--- src/rtl/regex_stream_ctx.sv ---
// regex_stream_ctx: per-stream regex engine context save/restore.
// Holds engine state, match counters and seen bits for each stream.
//
// Ports:
//   clk, rst_n         clock, synchronous active-low reset
//   load_state         packet start, restore context for stream_id
//   stream_id          stream of the packet being opened
//   enable             commit enable, sampled with eop
//   eop                end of packet, commit or discard
//   accept_in          engine match pulse
//   eng_state          engine state to save on commit
//   state_to_eng       state restored into the engine (valid in LOAD)
//   state_to_eng_vld   one-cycle restore strobe
//   fired              match seen in the open packet
//   clr_all            clear all counters and seen bits
//   rd_sid, rd_count   counter readout, one-cycle latency
//   busy               packet open (ACTIVE)
module regex_stream_ctx #(
  parameter int NUM_STREAMS = 64,
  parameter int SID_W       = 6,
  parameter int STATE_W     = 11,
  parameter int CNT_W       = 16
) (
  input  logic               clk,
  input  logic               rst_n,
  input  logic               load_state,
  input  logic [SID_W-1:0]   stream_id,
  input  logic               enable,
  input  logic               eop,
  input  logic               accept_in,
  input  logic [STATE_W-1:0] eng_state,
  output logic [STATE_W-1:0] state_to_eng,
  output logic               state_to_eng_vld,
  output logic               fired,
  input  logic               clr_all,
  input  logic [SID_W-1:0]   rd_sid,
  output logic [CNT_W-1:0]   rd_count,
  output logic               busy
);

  typedef enum logic [1:0] {
    IDLE,
    LOAD,
    ACTIVE
  } st_t;

  localparam logic [CNT_W-1:0] CNT_MAX = {CNT_W{1'b1}};

  st_t st, st_nx;

  logic [SID_W-1:0]   cur_sid;
  logic [STATE_W-1:0] state_mem [NUM_STREAMS];
  logic [CNT_W-1:0]   count [NUM_STREAMS];
  logic [NUM_STREAMS-1:0] seen;

  logic               commit;
  logic               hit;
  logic               fwd;
  logic [STATE_W-1:0] ld_data;
  logic [CNT_W-1:0]   cnt_cur;

  assign commit  = (st == ACTIVE) && eop && enable;
  assign hit     = fired | accept_in;
  assign fwd     = commit && (stream_id == cur_sid);
  assign cnt_cur = count[cur_sid];

  always_comb begin
    st_nx = st;
    case (st)
      IDLE:   if (load_state) st_nx = LOAD;
      LOAD:   st_nx = load_state ? LOAD : ACTIVE;
      ACTIVE: begin
        if (load_state) st_nx = LOAD;
        else if (eop)   st_nx = IDLE;
      end
      default: st_nx = IDLE;
    endcase
  end

  // Restore value: a simultaneous clear makes every stream unseen,
  // and a same-stream commit is forwarded ahead of the array.
  always_comb begin
    ld_data = '0;
    priority case (1'b1)
      clr_all:           ld_data = '0;
      fwd:               ld_data = eng_state;
      seen[stream_id]:   ld_data = state_mem[stream_id];
      default:           ld_data = '0;
    endcase
  end

  always_ff @(posedge clk) begin
    if (!rst_n) begin
      st               <= IDLE;
      cur_sid          <= '0;
      fired            <= 1'b0;
      state_to_eng_vld <= 1'b0;
      state_to_eng     <= '0;
      busy             <= 1'b0;
      rd_count         <= '0;
      seen             <= '0;
      for (int i = 0; i < NUM_STREAMS; i++)
        count[i] <= '0;
    end else begin
      st               <= st_nx;
      busy             <= (st_nx == ACTIVE);
      state_to_eng_vld <= load_state;
      state_to_eng     <= load_state ? ld_data : '0;
      rd_count         <= count[rd_sid];

      if (load_state)
        cur_sid <= stream_id;

      if (load_state)
        fired <= 1'b0;
      else if ((st == ACTIVE) && eop && !enable)
        fired <= 1'b0;
      else if ((st != IDLE) && accept_in)
        fired <= 1'b1;

      if (clr_all) begin
        seen <= '0;
        for (int i = 0; i < NUM_STREAMS; i++)
          count[i] <= '0;
      end else if (commit) begin
        seen[cur_sid] <= 1'b1;
        if (hit && (cnt_cur != CNT_MAX))
          count[cur_sid] <= cnt_cur + CNT_W'(1);
      end
    end
  end

  // Not reset: seen bits guard every read.
  always_ff @(posedge clk) begin
    if (rst_n && commit)
      state_mem[cur_sid] <= eng_state;
  end

endmodule

--- config.mk ---
export PLATFORM = sky130hd
export DESIGN_NAME = regex_stream_ctx
export DESIGN_NICKNAME = d
export VERILOG_FILES = /design/src/rtl/regex_stream_ctx.sv
export SDC_FILE = /design/constraint.sdc
export NUM_CORES = 2
export LEC_CHECK = 0
export ABC_AREA = 1
export BUFFER_PORTS_ARGS = -buffer_cell sky130_fd_sc_hd__buf_2
export CORE_MARGIN = 3
export CORE_UTILIZATION = 64
export DETAILED_ROUTE_END_ITERATION = 10
export MAX_ROUTING_LAYER = met4
export PLACE_DENSITY = 0.8
export SETUP_SLACK_MARGIN = 0.02
export SYNTH_ARGS = -nofsm -noshare
export SYNTH_HDL_FRONTEND = slang
export SYNTH_SLANG_ARGS = --single-unit
--- constraint.sdc ---
create_clock -name clk -period 3.9 [get_ports clk]
set_input_delay 0.78 -clock clk [delete_from_list [all_inputs] [get_ports clk]]
set_output_delay 0.78 -clock clk [all_outputs]
set_load 0.02 [all_outputs]
==> impl_metrics.tcl <==
set metrics [dict create \
    outcome "finished, final reports clean" \
    required_ns 4.42 \
    viasPerCell 6.78 \
    grt_use_total_pct 44.1 \
    final_antenna_net_count 0 \
    syn_to_final_growth_pct 12.6 \
    syn_nets 9329 \
    clock_skew_ns 0.0608 \
    hold_ws_ns 0.255 \
    cts.clk_slew.worst_paths_ns 0.06 \
    drt_iter0_drc 14031 \
    grt_antenna_before_repair 6 \
    seq_area_frac_synth_pct 59.8 \
    clock-sinks 1836 \
    drt-pass1-iter-count 7 \
    seqCellArea_um2 54100 \
    p_leak_uw 0.0363 \
    vias 76917 \
    global_route.peak_usage_layer "met2" \
    rsz0062_at_grt "yes" \
    r2r_setup_slack_ns 0.04 \
    num-fill-cells 9661 \
    use_met2_pct 64.3 \
    grt.overflow.total 0 \
    use_met3_pct 11.1 \
    ys_async_sr_fraction_pct 0 \
    yosys_warnings 0 \
    finalSetupViolations 0 \
    multiInputGateArea_um2 31800 \
    cp-end-kind "flop" \
    critical_path_class "reg2reg" \
    synthTopCellsByCount "edfxtp_1, nor2_1, nand2_1, nand3_1, o21ai_0" \
    max_freq_ghz 0.259 \
    syn_area_per_cell_um2 9.73 \
    synth_ff_type "edfxtp_1" \
    final_cells 11346 \
    grt_pass1_vias 71963 \
    die_area_um2 146000 \
    slew_headroom_pct 10.2 \
    synth_top_area_share_pct 57.4 \
    synth_top_area_cell "edfxtp_1" \
    timing.final.crit_share_pct 99.0 \
    drc 0 \
    critPathArrivalTime_ns 4.38 \
    slowest_delay_ns 0.46 \
    routabilityCongestion 1.09 \
    htree_levels 4 \
    grtUsageMet1_pct 57.2 \
    post-route-util_pct 72.8 \
    power_density_nw_per_um2 458 \
    cap_violations 0 \
    slew_violations 0 \
    hp-class "in2reg" \
    wire_per_inst_um 28.1 \
    yosysMostFrequentCell "edfxtp_1" \
    synth_area_um2 90400 \
    syn_inst 9298 \
    critPathLaunchType "flop" \
    cts_root_buffer "clkbuf_16" \
    tns_ns 0 \
    dp.cells 10995 \
    io_buffer_count 59 \
    num_rows 137 \
    insertion_delay_ns 0.84 \
    routed_wl_um 319000 \
    coreArea_um2 140000 \
    cts_buffer_depth 3 \
    fin_crit_ns 3.86 \
    finalHoldViolations 0 \
    synth_seq_cells 1836 \
    grt_pass1_wl_um 467000 \
    synth_edf_count 1728 \
    worst_pin_slew_ns 1.35 \
    grt_max_degree 120 \
    dp_hpwl_um 205000 \
    synth_cell_types 40 \
    synth_area_leaders "edfxtp_1, nor2_1, nand3_1" \
    dieHeight_um 382 \
    cp_cell_sequence "clkinv_16 -> buf_12 -> buf_4 -> nand2_1 -> nand3_1 -> nand3_1 -> nand2_1 -> nand2_1 -> nand3_1 -> nand3_1 -> nand2_2 -> nand2_2 -> nor2_2 -> nand4_4 -> buf_12 -> nand3_2 -> nand2_1 -> buf_12" \
    cp_slowest_cell "dfxtp_4" \
    num_io_pins 60 \
    initial_core_util_pct 64.7 \
    cts_tree "done" \
    ir_drop_uv 510 \
    drive_gt1_share_pct 17.0 \
    cts_buffers 184 \
    die_w_um 382 \
    cp_max_fo 59 \
    fin_nets 9342 \
]
[cell type report]
class / instances / area share, %
antenna: 5 / 0.0123
clock buffer: 245 / 5.00
clock inverter: 95 / 1.03
inverter: 123 / 0.515
multi-input combinational: 6527 / 31.3
sequential: 1836 / 53.1
tap: 1876 / 2.31
timing repair buffer: 639 / 6.78
[worst max-delay path: cells and delay by family, from the launching register on]
family                 cells  cell delay, ns
flip-flops                 1            0.46
AND/OR/NAND/NOR           13            1.80
buffers and inverters      5            1.21
[sequential cells by signal (all words and copies together) (netlist names), named ones only]
name,cells
state_mem,704
cur_sid,6
count,1024
seen,64
rd_count,16
fired,1
busy,1
state_to_eng,11
state_to_eng_vld,1
st,2
[report_power, final]
part | internal (uW) | switching, uW | total (uW) | leakage, uW
sequential | 22000 | 300 | 22300 | 0.0186
combinational | 1680 | 4690 | 6370 | 0.0147
clock | 10100 | 7860 | 18000 | 0.00299
[per-layer routing]
layer  up-vias  wire length [um]
met3      1218             45200
met5         -                 0
met2      6616            141000
li1      32627                 -
met4         0             21600
met1     36456            111000
[layout by cell type (no fill, tap or decap), types with 60 or more instances in the layout]
cell type / count
a21oi_1: 151
nand3_1: 1089
buf_12: 167
buf_4: 394
nor2_1: 1640
clkbuf_16: 190
inv_1: 104
nand3_4: 60
o221ai_1: 204
nand2_1: 1440
dfxtp_1: 104
edfxtp_1: 1728
o21ai_0: 1011
o22ai_1: 258
nor2_2: 511
[stage by stage]
step	worst slack, ns	area (um2)	power, uW
2_1_floorplan	0.475	90400	25800
6_report	0.0403	102000	46600
3_5_place_dp	0.0975	95400	28700
3_3_place_gp	0.106	95400	28600
4_1_cts	0.0826	102000	46300
5_1_grt	0.0121	102000	47600
[worst paths after layout]
check,end,cells after the start,start
max,count[36][5],18,flop
min,fired,3,enable
max reg2reg,count[36][5],18,flop
min reg2reg,seen[37],2,seen[37]
[cells by family after synthesis]
logic type,Yosys count,synth area share [%]
simple gates,4853,24.3
flops,1836,59.8
compound gates,1664,10.5
buf+inv,935,5.28
xor+xnor,9,0.129
fa+ha+maj,1,0.0138
[repair_timing]
item | CTS | global route
endpoints found under the setup margin | 0 | 656
gates resized for setup | 0 | 39
buffers inserted | 0 | 4
hold buffers | 0 | 0
hold endpoints to repair | 0 | 0
Power figures use the tool's default switching activity.
